--- config.mk ---
export PLATFORM = sky130hd
export DESIGN_NAME = if_id_queue_flat
export DESIGN_NICKNAME = d
export VERILOG_FILES = /design/src/rtl/if_id_queue_if.sv /design/src/rtl/if_id_queue.sv /design/src/flat_wrapper.sv
export SDC_FILE = /design/constraint.sdc
export NUM_CORES = 1
export LEC_CHECK = 0
export CAP_MARGIN = 20
export CORE_AREA = 2 2 109 111
export CTS_CLUSTER_DIAMETER = 60
export DETAILED_ROUTE_END_ITERATION = 10
export DIE_AREA = 0 0 111 113
export PLACE_DENSITY = 0.84
export SYNTH_ARGS = -nofsm -noshare
export SYNTH_HDL_FRONTEND = slang
export SYNTH_SLANG_ARGS = --single-unit
--- constraint.sdc ---
create_clock -name clk -period 18.2 [get_ports clk]
set_input_delay 3.64 -clock clk [delete_from_list [all_inputs] [get_ports clk]]
set_output_delay 3.64 -clock clk [all_outputs]
set_load 0.1 [all_outputs]
--- src/rtl/if_id_queue_if.sv ---
// IF/ID queue handshake bundle: fetch push port and decode head port.
interface if_id_queue_if #(
    parameter int n = 32
);
    logic          in_valid;
    logic          in_ready;
    logic [n-1:0]  PC_Counter_output_in;
    logic [31:0]   Instruction_memory_in;
    logic          out_valid;
    logic          out_ready;
    logic [n-1:0]  PC_Counter_out;

    modport master (
        output in_valid, PC_Counter_output_in,
        output Instruction_memory_in, out_ready,
        input  in_ready, out_valid, PC_Counter_out
    );

    modport slave (
        input  in_valid, PC_Counter_output_in,
        input  Instruction_memory_in, out_ready,
        output in_ready, out_valid, PC_Counter_out
    );
endinterface

--- src/rtl/if_id_queue.sv ---
// IF/ID instruction queue: DEPTH-entry circular buffer with decode slicing.
// Define IF_ID_BYPASS_EN for a 0-cycle path when the buffer is empty.
module if_id_queue #(
    parameter int n     = 32,
    parameter int DEPTH = 2
) (
    input  logic                     clk,
    input  logic                     reset_in,
    input  logic                     flush_in,
    if_id_queue_if.slave             bus,
    output logic [5:0]               Op_code_out,
    output logic [4:0]               Read_Reg_1_out,
    output logic [4:0]               IF_ID_Rs_out,
    output logic [4:0]               Read_Reg_2_out,
    output logic [4:0]               IF_ID_Rt_out,
    output logic [4:0]               IF_ID_Rd_out,
    output logic [15:0]              sign_extend_input_out,
    output logic [25:0]              Jump_Offset_out,
    output logic [4:0]               Rs_Hazard_out,
    output logic [4:0]               Rt_Hazard_out,
    output logic [$clog2(DEPTH):0]   count_out
);
    localparam int AW = $clog2(DEPTH);
    localparam int CW = AW + 1;

    typedef struct packed {
        logic [n-1:0] pc;
        logic [31:0]  instr;
    } entry_t;

    entry_t        mem [DEPTH];
    logic [AW-1:0] head;
    logic [AW-1:0] tail;
    logic [CW-1:0] count;
    logic          push;
    logic          pop;
    logic          bypass;
    entry_t        in_e;
    entry_t        head_e;
    entry_t        sel_e;

    assign in_e         = '{pc: bus.PC_Counter_output_in,
                            instr: bus.Instruction_memory_in};
    assign bus.in_ready = (count != CW'(DEPTH));

`ifdef IF_ID_BYPASS_EN
    assign bypass = reset_in && (count == '0) && bus.in_valid && !flush_in;
`else
    assign bypass = 1'b0;
`endif

    assign bus.out_valid = (count != '0) || bypass;
    assign pop  = (count != '0) && bus.out_ready && !flush_in;
    // a bypassed word taken by decode never enters the buffer
    assign push = bus.in_valid && bus.in_ready && !flush_in
                  && !(bypass && bus.out_ready);

    assign head_e = bypass ? in_e : mem[head];
    assign sel_e  = bus.out_valid ? head_e : '0;

    always_ff @(posedge clk or negedge reset_in) begin
        if (!reset_in) begin
            head  <= '0;
            tail  <= '0;
            count <= '0;
        end else if (flush_in) begin
            head  <= '0;
            tail  <= '0;
            count <= '0;
        end else begin
            if (push) tail <= tail + AW'(1);
            if (pop)  head <= head + AW'(1);
            unique case ({push, pop})
                2'b10:   count <= count + CW'(1);
                2'b01:   count <= count - CW'(1);
                default: count <= count;
            endcase
        end
    end

    always_ff @(posedge clk) begin
        if (push) mem[tail] <= in_e;
    end

    assign bus.PC_Counter_out     = sel_e.pc;
    assign Op_code_out            = sel_e.instr[31:26];
    assign Read_Reg_1_out         = sel_e.instr[25:21];
    assign IF_ID_Rs_out           = sel_e.instr[25:21];
    assign Read_Reg_2_out         = sel_e.instr[20:16];
    assign IF_ID_Rt_out           = sel_e.instr[20:16];
    assign IF_ID_Rd_out           = sel_e.instr[15:11];
    assign sign_extend_input_out  = sel_e.instr[15:0];
    assign Jump_Offset_out        = sel_e.instr[25:0];
    assign Rs_Hazard_out          = sel_e.instr[25:21];
    assign Rt_Hazard_out          = sel_e.instr[20:16];
    assign count_out              = count;
endmodule

--- src/flat_wrapper.sv ---
// flat-port wrapper written by rule: the top's interface ports become plain ports
module if_id_queue_flat 
#(
    parameter int n     = 32,
    parameter int DEPTH = 2
)
  (clk, reset_in, flush_in, Op_code_out, Read_Reg_1_out, IF_ID_Rs_out, Read_Reg_2_out, IF_ID_Rt_out, IF_ID_Rd_out, sign_extend_input_out, Jump_Offset_out, Rs_Hazard_out, Rt_Hazard_out, count_out, bus_in_valid, bus_PC_Counter_output_in, bus_Instruction_memory_in, bus_out_ready, bus_in_ready, bus_out_valid, bus_PC_Counter_out);
  if_id_queue_if #(.n(n)) bus_i ();
  input  logic clk;
  input  logic reset_in;
  input  logic flush_in;
  output logic [5:0] Op_code_out;
  output logic [4:0] Read_Reg_1_out;
  output logic [4:0] IF_ID_Rs_out;
  output logic [4:0] Read_Reg_2_out;
  output logic [4:0] IF_ID_Rt_out;
  output logic [4:0] IF_ID_Rd_out;
  output logic [15:0] sign_extend_input_out;
  output logic [25:0] Jump_Offset_out;
  output logic [4:0] Rs_Hazard_out;
  output logic [4:0] Rt_Hazard_out;
  output logic [$clog2(DEPTH):0] count_out;
  input wire logic [$bits(bus_i.in_valid)-1:0] bus_in_valid;
  input wire logic [$bits(bus_i.PC_Counter_output_in)-1:0] bus_PC_Counter_output_in;
  input wire logic [$bits(bus_i.Instruction_memory_in)-1:0] bus_Instruction_memory_in;
  input wire logic [$bits(bus_i.out_ready)-1:0] bus_out_ready;
  output wire logic [$bits(bus_i.in_ready)-1:0] bus_in_ready;
  output wire logic [$bits(bus_i.out_valid)-1:0] bus_out_valid;
  output wire logic [$bits(bus_i.PC_Counter_out)-1:0] bus_PC_Counter_out;
  assign bus_i.in_valid = bus_in_valid;
  assign bus_i.PC_Counter_output_in = bus_PC_Counter_output_in;
  assign bus_i.Instruction_memory_in = bus_Instruction_memory_in;
  assign bus_i.out_ready = bus_out_ready;
  assign bus_in_ready = bus_i.in_ready;
  assign bus_out_valid = bus_i.out_valid;
  assign bus_PC_Counter_out = bus_i.PC_Counter_out;
  if_id_queue #(.n(n), .DEPTH(DEPTH)) u_core (.clk(clk), .reset_in(reset_in), .flush_in(flush_in), .bus(bus_i), .Op_code_out(Op_code_out), .Read_Reg_1_out(Read_Reg_1_out), .IF_ID_Rs_out(IF_ID_Rs_out), .Read_Reg_2_out(Read_Reg_2_out), .IF_ID_Rt_out(IF_ID_Rt_out), .IF_ID_Rd_out(IF_ID_Rd_out), .sign_extend_input_out(sign_extend_input_out), .Jump_Offset_out(Jump_Offset_out), .Rs_Hazard_out(Rs_Hazard_out), .Rt_Hazard_out(Rt_Hazard_out), .count_out(count_out));
endmodule
== Yosys cells after proc, flatten, opt, wreduce, memory -nomap -nowiden ==
Memories as Yosys holds them, arrays and structs flattened.
Index checks and enable logic that the tools add are counted.

* Memories kept: 1
* Memory bits (writable): 128
* Output and inout port bits: 119
* Flip-flop bits (word level): 4

{| class="wikitable"
|+ Memory list
! name !! words !! width !! rd ports !! clocked after memory_dff !! write ports !! RTL line !! source
|-
| u_core.mem || 2 || 64 || 1 || 0 || 1 || if_id_queue.sv:31 || <nowiki>entry_t mem [DEPTH];</nowiki>
|}

* Reductions and logical operators: 9
* $add $sub $neg: 4
* Mux-type cells: 9
* Equality and inequality tests: 3

{| class="wikitable"
|+ Operator list
! operator !! count
|-
| 64-bit two-way mux || 1
|-
| 1-bit two-way mux || 6
|-
| 2-bit nonzero test || 3
|-
| 1-bit logical AND || 4
|-
| 2-bit one-hot mux with 2 select lines || 1
|-
| 3-bit nonzero test || 1
|-
| 1-bit adder (second input constant) || 2
|-
| 2-bit by 1-bit adder with 2-bit output (second input constant) || 1
|-
| 2-bit by 1-bit == test with 1-bit output (second input constant) || 1
|-
| 2-bit == test (second input constant) || 1
|-
| 2-bit two-way mux || 1
|-
| 2-bit != test (second input constant) || 1
|-
| 2-bit by 1-bit subtractor with 2-bit output (second input constant) || 1
|-
| 1-bit logical NOT || 1
|}

== Longest topological paths before layout ==
Gate-level depths: netlist of run 1.

* Depth in word-level cells: 6
* Mapped depth: 5
* Depth with buffers taken out: 4

== Worst setup path before layout of run 1 ==
Ideal clock, no wire load.

* Path type: input to register
* Start point: in bus_in_valid
* End point: mem u_core.mem[1][0] in the netlist's numbering (enable)
* Data required time: 17.622 ns
* Path slack: 9.199 ns
* Cell stages on the path: 2
* Library setup time: 0.578 ns
* Arrival time: 8.423 ns
* Cell sequence: nand2_1 -> nor3b_1

* Cells in the longest elaborated chain, start to end: 4

{| class="wikitable"
|+ Ends and longest elaborated chain
! element !! RTL line !! source
|-
| start: declaration || flat_wrapper.sv:23 || <nowiki>input wire logic [$bits(bus_i.in_valid)-1:0] bus_in_valid;</nowiki>
|-
| 1-bit logical AND (2 in a row) || if_id_queue.sv:55 || <nowiki>assign push = bus.in_valid && bus.in_ready && !flush_in</nowiki>
|-
| 1-bit two-way mux || if_id_queue.sv:82 || <nowiki>if (push) mem[tail] <= in_e;</nowiki>
|-
| 1-bit two-way mux (not written as such) || if_id_queue.sv:82 ||
|-
| end: declaration || if_id_queue.sv:31 ||
|}

No other way between the ends.

== Worst setup path in the final report of run 1 ==
* Start point: reg u_core.count[0] (netlist: u_core.count_out[0])
* End point: out Jump_Offset_out[21]

* Cells in the longest elaborated chain, start to end: 2

{| class="wikitable"
|+ Ends and longest elaborated chain
! element !! RTL line !! source
|-
| start: declaration || if_id_queue.sv:34 || <nowiki>logic [CW-1:0] count;</nowiki>
|-
| start signal: assignment || if_id_queue.sv:74 || <nowiki>2'b10: count <= count + CW'(1);</nowiki>
|-
| start signal: assignment || if_id_queue.sv:75 || <nowiki>2'b01: count <= count - CW'(1);</nowiki>
|-
| start signal: assignment || if_id_queue.sv:76 || <nowiki>default: count <= count;</nowiki>
|-
| 2-bit nonzero test || if_id_queue.sv:52 || <nowiki>assign bus.out_valid = (count != '0) || bypass;</nowiki>
|-
| 64-bit two-way mux || if_id_queue.sv:59 || <nowiki>assign sel_e = bus.out_valid ? head_e : '0;</nowiki>
|-
| end: declaration || flat_wrapper.sv:19 || <nowiki>output logic [25:0] Jump_Offset_out;</nowiki>
|}

No other way between the ends.

==> results.md, run 1 <==
- Yosys warnings: 0
- Root buffer cell: clkbuf_16
- I/O Pins: about 190
- NumNets Final: around 560
- Commonest cells in the netlist: edfxtp_1, nor2_1, mux2i_1
- Most common cell in the netlist: edfxtp_1
- Final Instance Count excl. Fillers: 650
- Synth async-reset ratio: just over 3%
- Hold wc startpoint: u_core.tail
- Top cell type's share of synthesized area: a little over two thirds
- Slew headroom: 33.2%
- Grt ovf: 0
- Dominant synthesized flop cell: edfxtp_1
- Final GP Congestion: between 0.7 and 0.8
- Post-cts sizing count: 0
- Sequential Power Share: 37.8%
- Yosys top cell by area: edfxtp_1
- Routed WL: between 10,000 and 15,000 um
- Fraction of layout cells with a size suffix above 1: 7.50%
- EDFF count, synth: about 130
- Syn Area/Cell: roughly 16 um^2
- Hold path cells: 2
- Setup crit start kind: flip-flop
- Crit Path Max Fanout: 42
- Initial antenna violation count: 0
- R2r setup slk: 16.24 ns
- Switching Share: between 30% and 40%
- Post-synthesis simple-gate area fraction: 5.50%
- Die outline height: around 110 um
- Drt via density: 4.89
- WHS: approximately 0.59 ns
- Post-CTS setup buffer count: 0
- Total track usage: roughly 17%
- Largest net degree at the start of global routing: 66
- Clk pwr share: about a third
- CTS max path bufs: 2
- Largest cells by area after synthesis: edfxtp_1, mux2i_1, buf_4, nor2_1, dfrtp_1
- Die area: between 0.01 and 0.015 mm^2
- Area Growth Syn to Fin: 40.5%
- Rows: 39
- Starting Density: about half
- Largest family of logic cells by synthesized area: multiplexers
- Gate power share: 27.4%
- Final setup vio count: 0
- Unrepaired setup endpoints after global routing: false
- Fill cells: 786
- Vias in the first global route: ~3.3k
- CP max stage delay: slightly above 1 ns
- Syn_nets: about 420
- CTS clk-pin slew, worst paths: about 0.05 ns
- Depth of the CTS H-tree: 4
- Port Buffers: roughly 190
- VDD IR-drop max: roughly 0.072 mV
- Cell Int Power: between 0.0006 and 0.0007 W
- CTS tree: built
- Cell variety after synth: 22
- Total CTS buffers: 17
- CP required: roughly 15 ns
- Mapped cell area: 0.00546 mm^2
- Crit path cell chain: nor2_4 -> buf_4 -> nor2_1 -> clkdlybuf4s50_1
- Crit path DAT: about 3.2 ns
- Drt drc: 0
- Worst path slowest cell: clkdlybuf4s50_1
- Tcrit/Tclk final: 37.3%
- Post-synthesis register bit count: ~130
- WHS Endpoint: u_core.tail
- Hold-fix buffers, CTS: 0
- Post-synthesis adder-cell area fraction: 0%
- CP endpoint kind: primary output
- Worst path top cell family by delay: buffers and inverters
- RR Endpoint: u_core.mem[1][34]
- Sink Count: 132
- Reg2reg path depth: 5
- Avg WL per Cell: 15.9 um
- Pwr/cell area: roughly 120 mW/mm^2
- Routed Antenna Nets: 0
- Util after Layout: 68.0%
- Core Area: ~0.011 mm^2
- Synthesized instance count: roughly 350
- Skew-Pair Late Insertion Delay: around 0.40 ns
- Total net switching power: 0.000314 W
- Crit Path Category: flip-flop to primary output
- Antenna cells: 0
- DR iter-0 viols: between 100 and 150
- Transition time of the tightest slew-check pin: around 1 ns
- DRT Pass-1 Iters: 4
- Design Power: approximately 0.00093 W
- Min-Delay Path Class: flip-flop to flip-flop
- Crit path time final: ~6.8 ns
- Sum Neg Setup Slack: 0 ns
- Final Max Tran Viols: 0
- Max cap viols: 0
- Critical R2R Launch: u_core.count_out[1]
- Dpl hpwl: just under 7000 um
- DR vias: between 3k and 4k
- Post-synthesis sequential area ratio: 72.3%
- Outcome: completed
- Leak pwr: 2.56 nW
- Synth Area in Compound Gates: less than 1%
- Fin. Hold Viols: 0
- First-pass GRT wire length: 16,300 um
- WP buf/inv: 2
- Placed insts: between 600 and 700
- Skew final: between 0.005 and 0.006 ns
- Mux contribution to synthesized area: a little under an eighth
- XOR/XNOR share of the synthesized area: less than 1%
- Fmax: between 100 and 150 MHz
- DIE WIDTH: 111 um
-- worst max-delay path by stage --
stage | start | cells past startpoint | end | slack (ns)
after floorplan | bus_in_valid | 2 | u_core.mem[1][0] | 9.20
after global placement | u_core.head | 3 | IF_ID_Rs_out[3] | 11.65
after detailed placement | u_core.head | 3 | Rs_Hazard_out[3] | 11.64
after CTS | u_core.head | 3 | IF_ID_Rs_out[3] | 11.19
after global routing | u_core.count_out[0] | 4 | Jump_Offset_out[21] | 11.21
final | u_core.count_out[0] | 4 | Jump_Offset_out[21] | 11.41
-- layer usage --
layer,up-vias,global-route usage (%),part of all wire [%]
li1,1505,-,-
met2,141,28.0,51
met5,-,0,0
met1,1518,20.6,41
met3,16,5.09,6.9
met4,0,7.08,1.7
-- placed cells by master, fill, tap and decap left out, types with 2 or more instances in the layout --
cell,Yosys,final
clkinv_2,0,2
edfxtp_1,128,128
bufinv_16,0,3
clkdlybuf4s50_1,0,187
mux2i_1,65,65
clkbuf_16,0,17
a21oi_1,4,4
nor2_1,66,65
inv_2,2,2
clkinvlp_4,0,3
clkinv_1,0,5
dfrtp_1,4,3
o21ai_0,2,2
buf_4,57,5
-- worst reg2reg max path: cells and delay by family (launching register included) --
kind	cells	cell delay [ns]
buffers and inverters	2	0.58
DFF	1	0.46
and+or+nand+nor	3	0.52
-- flip-flops by register name, summed over array words and instances, names as in the netlist --
signal,count
u_core.head,1
u_core.mem,128
u_core.count_out,2
u_core.tail,1
-- kinds of logic after synthesis --
group                  count (synthesis)
buffers and inverters                 68
flip-flops                           132
XOR/XNOR                               1
AND/OR/NAND/NOR                       74
AO/OA/AOI/OAI                          8
multiplexers                          65
-- power groups by stage --
stage                     registers (W)  clock network (W)  logic [W]
after floorplan                0.000358                  0   0.000206
after global placement         0.000361                  0   0.000249
after detailed placement       0.000362                  0   0.000251
after CTS                      0.000356           0.000332   0.000252
after global routing           0.000353           0.000345   0.000263
final                          0.000352           0.000325   0.000255
-- stage by stage --
step | instance area [um^2] | setup WS [ns]
floorplan | 5460 | 9.20
global placement | 7070 | 11.65
detailed placement | 7070 | 11.64
CTS | 7640 | 11.19
global route | 7670 | 11.21
finish | 7670 | 11.41
-- layout make-up --
| class | count | area [um^2] | area share (%) |
|---|---|---|---|
| multi-input combinational | 148 | 1020 | 13.3 |
| inverter | 3 | 11.3 | 0.147 |
| clock inverter | 13 | 141 | 1.84 |
| tap | 143 | 179 | 2.33 |
| sequential | 132 | 3950 | 51.5 |
| clock buffer | 18 | 429 | 5.60 |
| timing repair buffer | 193 | 1940 | 25.3 |
Power figures use the tool's default switching activity.
==> run 2, diff against run 1 <==
--- a/config.mk
+++ b/config.mk
@@ -6,11 +6,11 @@
 export NUM_CORES = 1
 export LEC_CHECK = 0
 export CAP_MARGIN = 20
-export CORE_AREA = 2 2 109 111
+export CORE_AREA = 2 2 119 121
 export CTS_CLUSTER_DIAMETER = 60
 export DETAILED_ROUTE_END_ITERATION = 10
-export DIE_AREA = 0 0 111 113
-export PLACE_DENSITY = 0.84
+export DIE_AREA = 0 0 121 123
+export PLACE_DENSITY = 0.75
 export SYNTH_ARGS = -nofsm -noshare
 export SYNTH_HDL_FRONTEND = slang
 export SYNTH_SLANG_ARGS = --single-unit
==> constraint.sdc (replaced) <==
create_clock -name clk -period 5.5 [get_ports clk]
set_input_delay 1.1 -clock clk [delete_from_list [all_inputs] [get_ports clk]]
set_output_delay 1.1 -clock clk [all_outputs]
set_load 0.1 [all_outputs]
==> run 2 against run 1 <==
- register-to-register slack got worse by 13 ns
- largest power group unchanged
- critical endpoint is now bus_PC_Counter_out[5]
- cell count rose by 5.5%
- worst setup slack lost 10 ns
- utilization is 12 points lower
- final area barely moved
- non-clock buffer count increased by 1
- flip-flop and latch count unchanged
- critical path depth did not move
==> results.md, run 2 (synthesis gave the netlist of run 1 again) <==
- Outcome: completed
- Die area: 0.0149 mm^2 (+19%)
- DR vias: 3,182 (+0.063%)
- Switching Share: 33.9% (+0.23 points)
- I/O Pins: 188 (unchanged)
- DR iter-0 viols: 115 (-22%)
- Gate power share: 27.8% (+0.4 points)
- Worst path slowest cell: clkdlybuf4s50_1
- Unrepaired setup endpoints after global routing: false
- Root buffer cell: clkbuf_16
- DRT Pass-1 Iters: 4 (unchanged)
- CTS clk-pin slew, worst paths: 0.05 ns (about the same)
- Max cap viols: 0 (unchanged)
- DIE WIDTH: 121 um (+9.0%)
- Hold-fix buffers, CTS: 0 (unchanged)
- WP buf/inv: 2 (unchanged)
- Starting Density: 40.1% (-8.3 points)
- CP required: 4.40 ns (-10.16 ns)
- Pwr/cell area: 394 mW/mm^2 (+220%)
- Grt ovf: 0 (unchanged)
- Fin. Hold Viols: 0 (unchanged)
- Final GP Congestion: 0.665 (-6.8%)
- CTS tree: built
- Port Buffers: 187 (unchanged)
- CP endpoint kind: primary output
- Crit path DAT: 3.14 ns (about the same)
- Rows: 43 (+10%)
- Commonest non-fill, non-tap cell in the layout: clkdlybuf4s50_1
- Total CTS buffers: 17 (unchanged)
- Worst path top cell family by delay: buffers and inverters
- Final setup vio count: 0 (unchanged)
- Min-Delay Path Class: flip-flop to flip-flop
- Drt drc: 0 (unchanged)
- RR Endpoint: u_core.mem[1][31]
- Crit Path Max Fanout: 37 (-12%)
- Drt via density: 4.64 (-5.2%)
- Fraction of layout cells with a size suffix above 1: 6.92% (-0.58 points)
- Crit path time final: 4.24 ns
- Cell Int Power: 0.00200 W (+220%)
- CTS max path bufs: 2 (unchanged)
- Antenna cells: 0 (unchanged)
- Sequential Power Share: 38.6% (+0.8 points)
- Critical R2R Launch: u_core.count_out[1]
- Final Max Tran Viols: 0 (unchanged)
- Die outline height: 123 um (+8.8%)
- Sum Neg Setup Slack: 0 ns (unchanged)
- Routed Antenna Nets: 0 (unchanged)
- Slew headroom: 31.9% (-1.3 points)
- Total track usage: 14.0% (-2.8 points)
- Crit Path Category: flip-flop to primary output
- Max FFs per register: 128 (unchanged)
- NumNets Final: 565 (+0.18%)
- VDD IR-drop max: 0.229 mV (+220%)
- Tcrit/Tclk final: between 70% and 80%
- Fmax: around 240 MHz
- Total net switching power: 0.00102 W (+230%)
- Leak pwr: 2.55 nW (-0.50%)
- Worst Setup SP: u_core.count_out[0]
- Largest net degree at the start of global routing: 38 (-42%)
- Depth of the CTS H-tree: 4 (unchanged)
- Skew-Pair Late Insertion Delay: 0.40 ns (about the same)
- Most frequent cells in the layout: clkdlybuf4s50_1, edfxtp_1, mux2i_1, nor2_1, clkbuf_16
- Routed WL: 10,400 um (+0.36%)
- Skew final: 0.00529 ns (-0.000210 ns)
- Sink Count: 132 (unchanged)
- Crit path depth: 4 (unchanged)
- Dpl hpwl: 7000 um (+2.7%)
- First-pass GRT wire length: 15,500 um (-4.9%)
- Setup crit start kind: flip-flop
- Core Area: 0.0136 mm^2 (+21%)
- Clk pwr share: 33.6% (-1.3 points)
- Crit path cell chain: nor2_4 -> buf_4 -> nor2_1 -> clkdlybuf4s50_1
- Post-CTS setup buffer count: 0 (unchanged)
- Reg2reg path depth: 5 (unchanged)
- Initial antenna violation count: 0 (unchanged)
- Transition time of the tightest slew-check pin: 1.02 ns (+0.0192 ns)
- CP max stage delay: 0.98 ns (-0.04 ns)
- Vias in the first global route: 3,052 (-6.7%)
- Largest reg by FF count: u_core.mem
- Area Growth Syn to Fin: 40.6% (about the same)
- R2r setup slk: 3.57 ns (-12.67 ns)
- Worst setup path end: bus_PC_Counter_out[5]
- Avg WL per Cell: 15.1 um (-4.9%)
- WHS: 0.643 ns (+0.0478 ns)
- Post-cts sizing count: 0 (unchanged)
run 2: worst register-to-register path: stages (launching register included):
cell     delay (ns)
dfrtp_1        0.46
nor2b_2        0.21
inv_2          0.08
nand2_1        0.13
nor3b_4        0.24
buf_4          0.43
run 2: metal layers:
layer	part of all wire [%]	global-route usage, %
met5	0	0
met4	1.4	5.89
met3	6.5	4.20
met2	50	23.5
met1	42	16.8
run 2: per-stage QoR:
| stage | setup slack (ns) | cells | power (W) | utilization [%] | cell area, um^2 |
|---|---|---|---|---|---|
| after global placement | 1.69 | 657 | 0.00202 | 52.5 | 7140 |
| after global routing | 1.08 | 686 | 0.00312 | 56.4 | 7670 |
| after floorplan | 0.788 | 348 | 0.00186 | - | 5470 |
| after detailed placement | 1.61 | 657 | 0.00203 | 52.5 | 7140 |
| final | 1.26 | 686 | 0.00302 | 56.4 | 7670 |
| after CTS | 1.17 | 686 | 0.00305 | 56.4 | 7670 |
run 2: how the worst min path moves through the flow:
| stage | cells past startpoint | from | slack (ns) | end |
|---|---|---|---|---|
| after floorplan | 2 | u_core.tail | 0.54 | u_core.tail |
| after global placement | 2 | u_core.tail | 0.61 | u_core.tail |
| after detailed placement | 2 | u_core.tail | 0.64 | u_core.tail |
| after CTS | 2 | u_core.tail | 0.65 | u_core.tail |
| after global routing | 2 | u_core.tail | 0.66 | u_core.tail |
| final | 2 | u_core.tail | 0.64 | u_core.tail |
run 2: power by group through the flow:
stage / registers, W / logic, W / clock network (W)
floorplan: 0.00118 / 0.000682 / 0
global placement: 0.00118 / 0.000841 / 0
detailed placement: 0.00119 / 0.000847 / 0
CTS: 0.00117 / 0.000848 / 0.00104
global route: 0.00117 / 0.000868 / 0.00108
finish: 0.00117 / 0.000841 / 0.00101
run 2: area by class of cell:
| cell class | instances | area, um^2 |
|---|---|---|
| Multi-Input combinational cell | 148 | 1030 |
| Sequential cell | 132 | 3950 |
| Fill cell | 1102 | 5940 |
| Clock inverter | 8 | 87.6 |
| Timing Repair Buffer | 194 | 1920 |
| Inverter | 3 | 11.3 |
| Clock buffer | 21 | 440 |
| Tap cell | 180 | 225 |
==> run 3, diff against run 2 <==
==> constraint.sdc (replaced) <==
create_clock -name clk -period 3.9 [get_ports clk]
set_input_delay 0.78 -clock clk [delete_from_list [all_inputs] [get_ports clk]]
set_output_delay 0.78 -clock clk [all_outputs]
set_load 0.1 [all_outputs]
==> run 3 against run 2 <==
- cell count grew 0.44%
- power grew 42%
- register-to-register slack lost 1.7 ns
- critical endpoint is now bus_in_ready
==> results.md, run 3 (synthesis gave the netlist of run 1 again) <==
- DRT Pass-1 Iters: 7 (+3)
- WP buf/inv: 2 (unchanged)
- Die outline height: 123 um (unchanged)
- Largest net degree at the start of global routing: 41 (+7.9%)
- Post-cts sizing count: 0 (unchanged)
- Gate power share: 27.3% (-0.5 points)
- Clk pwr share: 34.3% (+0.7 points)
- Crit path cell chain: nor2b_2 -> inv_2 -> clkdlybuf4s50_1
- CP max stage delay: 1.13 ns (+0.15 ns)
- Fin. Hold Viols: 0 (unchanged)
- DIE WIDTH: 121 um (unchanged)
- Antenna cells: 0 (unchanged)
- Most frequent cells in the layout: edfxtp_1, buf_4, clkdlybuf4s50_1
- Worst path slowest cell: clkdlybuf4s50_1
- Slew headroom: 34.1% (+2.2 points)
- Tcrit/Tclk final: roughly 79%
- Largest reg by FF count: u_core.mem
- DR vias: 3,186 (+0.13%)
- Drt via density: 4.62 (-0.31%)
- Root buffer cell: clkbuf_16
- Hold-fix buffers, CTS: 0 (unchanged)
- Area Growth Syn to Fin: 36.8%
- WHS: 0.595 ns (-0.0475 ns)
- Avg WL per Cell: 15.7 um (+4.1%)
- Post-CTS setup buffer count: 0 (unchanged)
- Commonest non-fill, non-tap cell in the layout: edfxtp_1
- Setup crit start kind: flip-flop
- Switching Share: 34.7% (+0.81 points)
- Final Max Tran Viols: 0 (unchanged)
- Util after Layout: 54.9% (-1.5 points)
- I/O Pins: 188 (unchanged)
- Port Buffers: 187 (unchanged)
- CTS max path bufs: 2 (unchanged)
- Total net switching power: 0.00149 W (+45%)
- Core Area: 0.0136 mm^2 (unchanged)
- Crit Path Max Fanout: 7 (-81%)
- First-pass GRT wire length: 16,300 um (+5.2%)
- VDD IR-drop max: 0.297 mV (+30%)
- Grt ovf: 0 (unchanged)
- Max cap viols: 0 (unchanged)
- Depth of the CTS H-tree: 4 (unchanged)
- Crit Path Category: flip-flop to primary output
- Unrepaired setup endpoints after global routing: false
- Routed Antenna Nets: 0 (unchanged)
- Skew-Pair Late Insertion Delay: 0.41 ns (about the same)
- CP endpoint kind: primary output
- Die area: 0.0149 mm^2 (unchanged)
- Total CTS buffers: 17 (unchanged)
- NumNets Final: 565 (unchanged)
- Initial antenna violation count: 0 (unchanged)
- CTS tree: built
- Fraction of layout cells with a size suffix above 1: 33.8% (+27 points)
- DR iter-0 viols: 139 (+21%)
- Final setup vio count: 0 (unchanged)
- Skew final: 0.00422 ns (-0.00107 ns)
- Crit path DAT: 2.31 ns (-0.83 ns)
- Transition time of the tightest slew-check pin: 0.985 ns (-0.0330 ns)
- Fill cells: 1,105 (+0.27%)
- Drt drc: 0 (unchanged)
- Leak pwr: 2.77 nW (+8.6%)
- CTS clk-pin slew, worst paths: 0.05 ns (about the same)
- Final GP Congestion: 0.693 (+4.3%)
- Dpl hpwl: 7240 um (+3.4%)
- Outcome: completed
- Crit path time final: approximately 3.1 ns
- Cell Int Power: 0.00280 W (+40%)
- Fmax: about 320 MHz
- Total track usage: 14.8% (+0.82 points)
- Worst path top cell family by delay: buffers and inverters
- Routed WL: 10,800 um (+4.6%)
- Vias in the first global route: 3,261 (+6.8%)
- Rows: 43 (unchanged)
- CP required: 3.12 ns (-1.28 ns)
- Sink Count: 132 (unchanged)
- Max FFs per register: 128 (unchanged)
- Sequential Power Share: 38.5% (about the same)
- Pwr/cell area: 574 mW/mm^2 (+46%)
- Starting Density: 40.1% (unchanged)
- Min-Delay Path Class: input port to async pin
run 3: area by class of cell:
cell class | count | area, um^2 | share of cell area, %
Tap cell | 180 | 225 | 3.02
Timing Repair Buffer | 194 | 1660 | 22.2
Clock buffer | 19 | 433 | 5.80
Sequential cell | 132 | 3950 | 52.9
Multi-Input combinational cell | 148 | 1070 | 14.4
Inverter | 3 | 11.3 | 0.151
Clock inverter | 13 | 116 | 1.56
run 3: metrics by stage:
step	TNS, ns	setup slack, ns	power (W)	area, um^2	instances
after floorplan	-6.63	-0.221	0.00264	5520	348
after CTS	0	0.779	0.00433	7470	689
after detailed placement	0	1.21	0.00285	6920	657
after global placement	0	1.28	0.00284	6920	657
after global routing	0	0.716	0.00442	7470	689
final	0	0.806	0.00428	7470	689
run 3: path summary, 6_finish.rpt:
check                           depth (start not counted)                 from           endpoint  slack [ns]
worst max-delay path                                    3  u_core.count_out[1]       bus_in_ready        0.81
worst min-delay path                                    1             reset_in        u_core.tail        0.60
worst max register to register                          5  u_core.count_out[1]  u_core.mem[1][17]        1.89
worst min register to register                          2          u_core.tail        u_core.tail        0.70
max in group asynchronous                               1             reset_in        u_core.head        3.09
min in group clk                                        2          u_core.tail        u_core.tail        0.70
run 3: layer usage:
metal | vias up | track usage (%) | wire length (um)
met5 | - | 0 | 0
met2 | 145 | 26.9 | 5700
met3 | 18 | 4.84 | 825
met1 | 1517 | 15.5 | 4130
li1 | 1506 | - | -
met4 | 0 | 6.98 | 167
run 3: power by group through the flow:
stage                     Sequential (W)  Clock [W]  Combinational, W
after global placement           0.00167          0           0.00117
after global routing             0.00165    0.00156           0.00121
final                            0.00165    0.00147           0.00117
after CTS                        0.00165    0.00150           0.00118
after detailed placement         0.00168          0           0.00118
after floorplan                  0.00167          0          0.000972
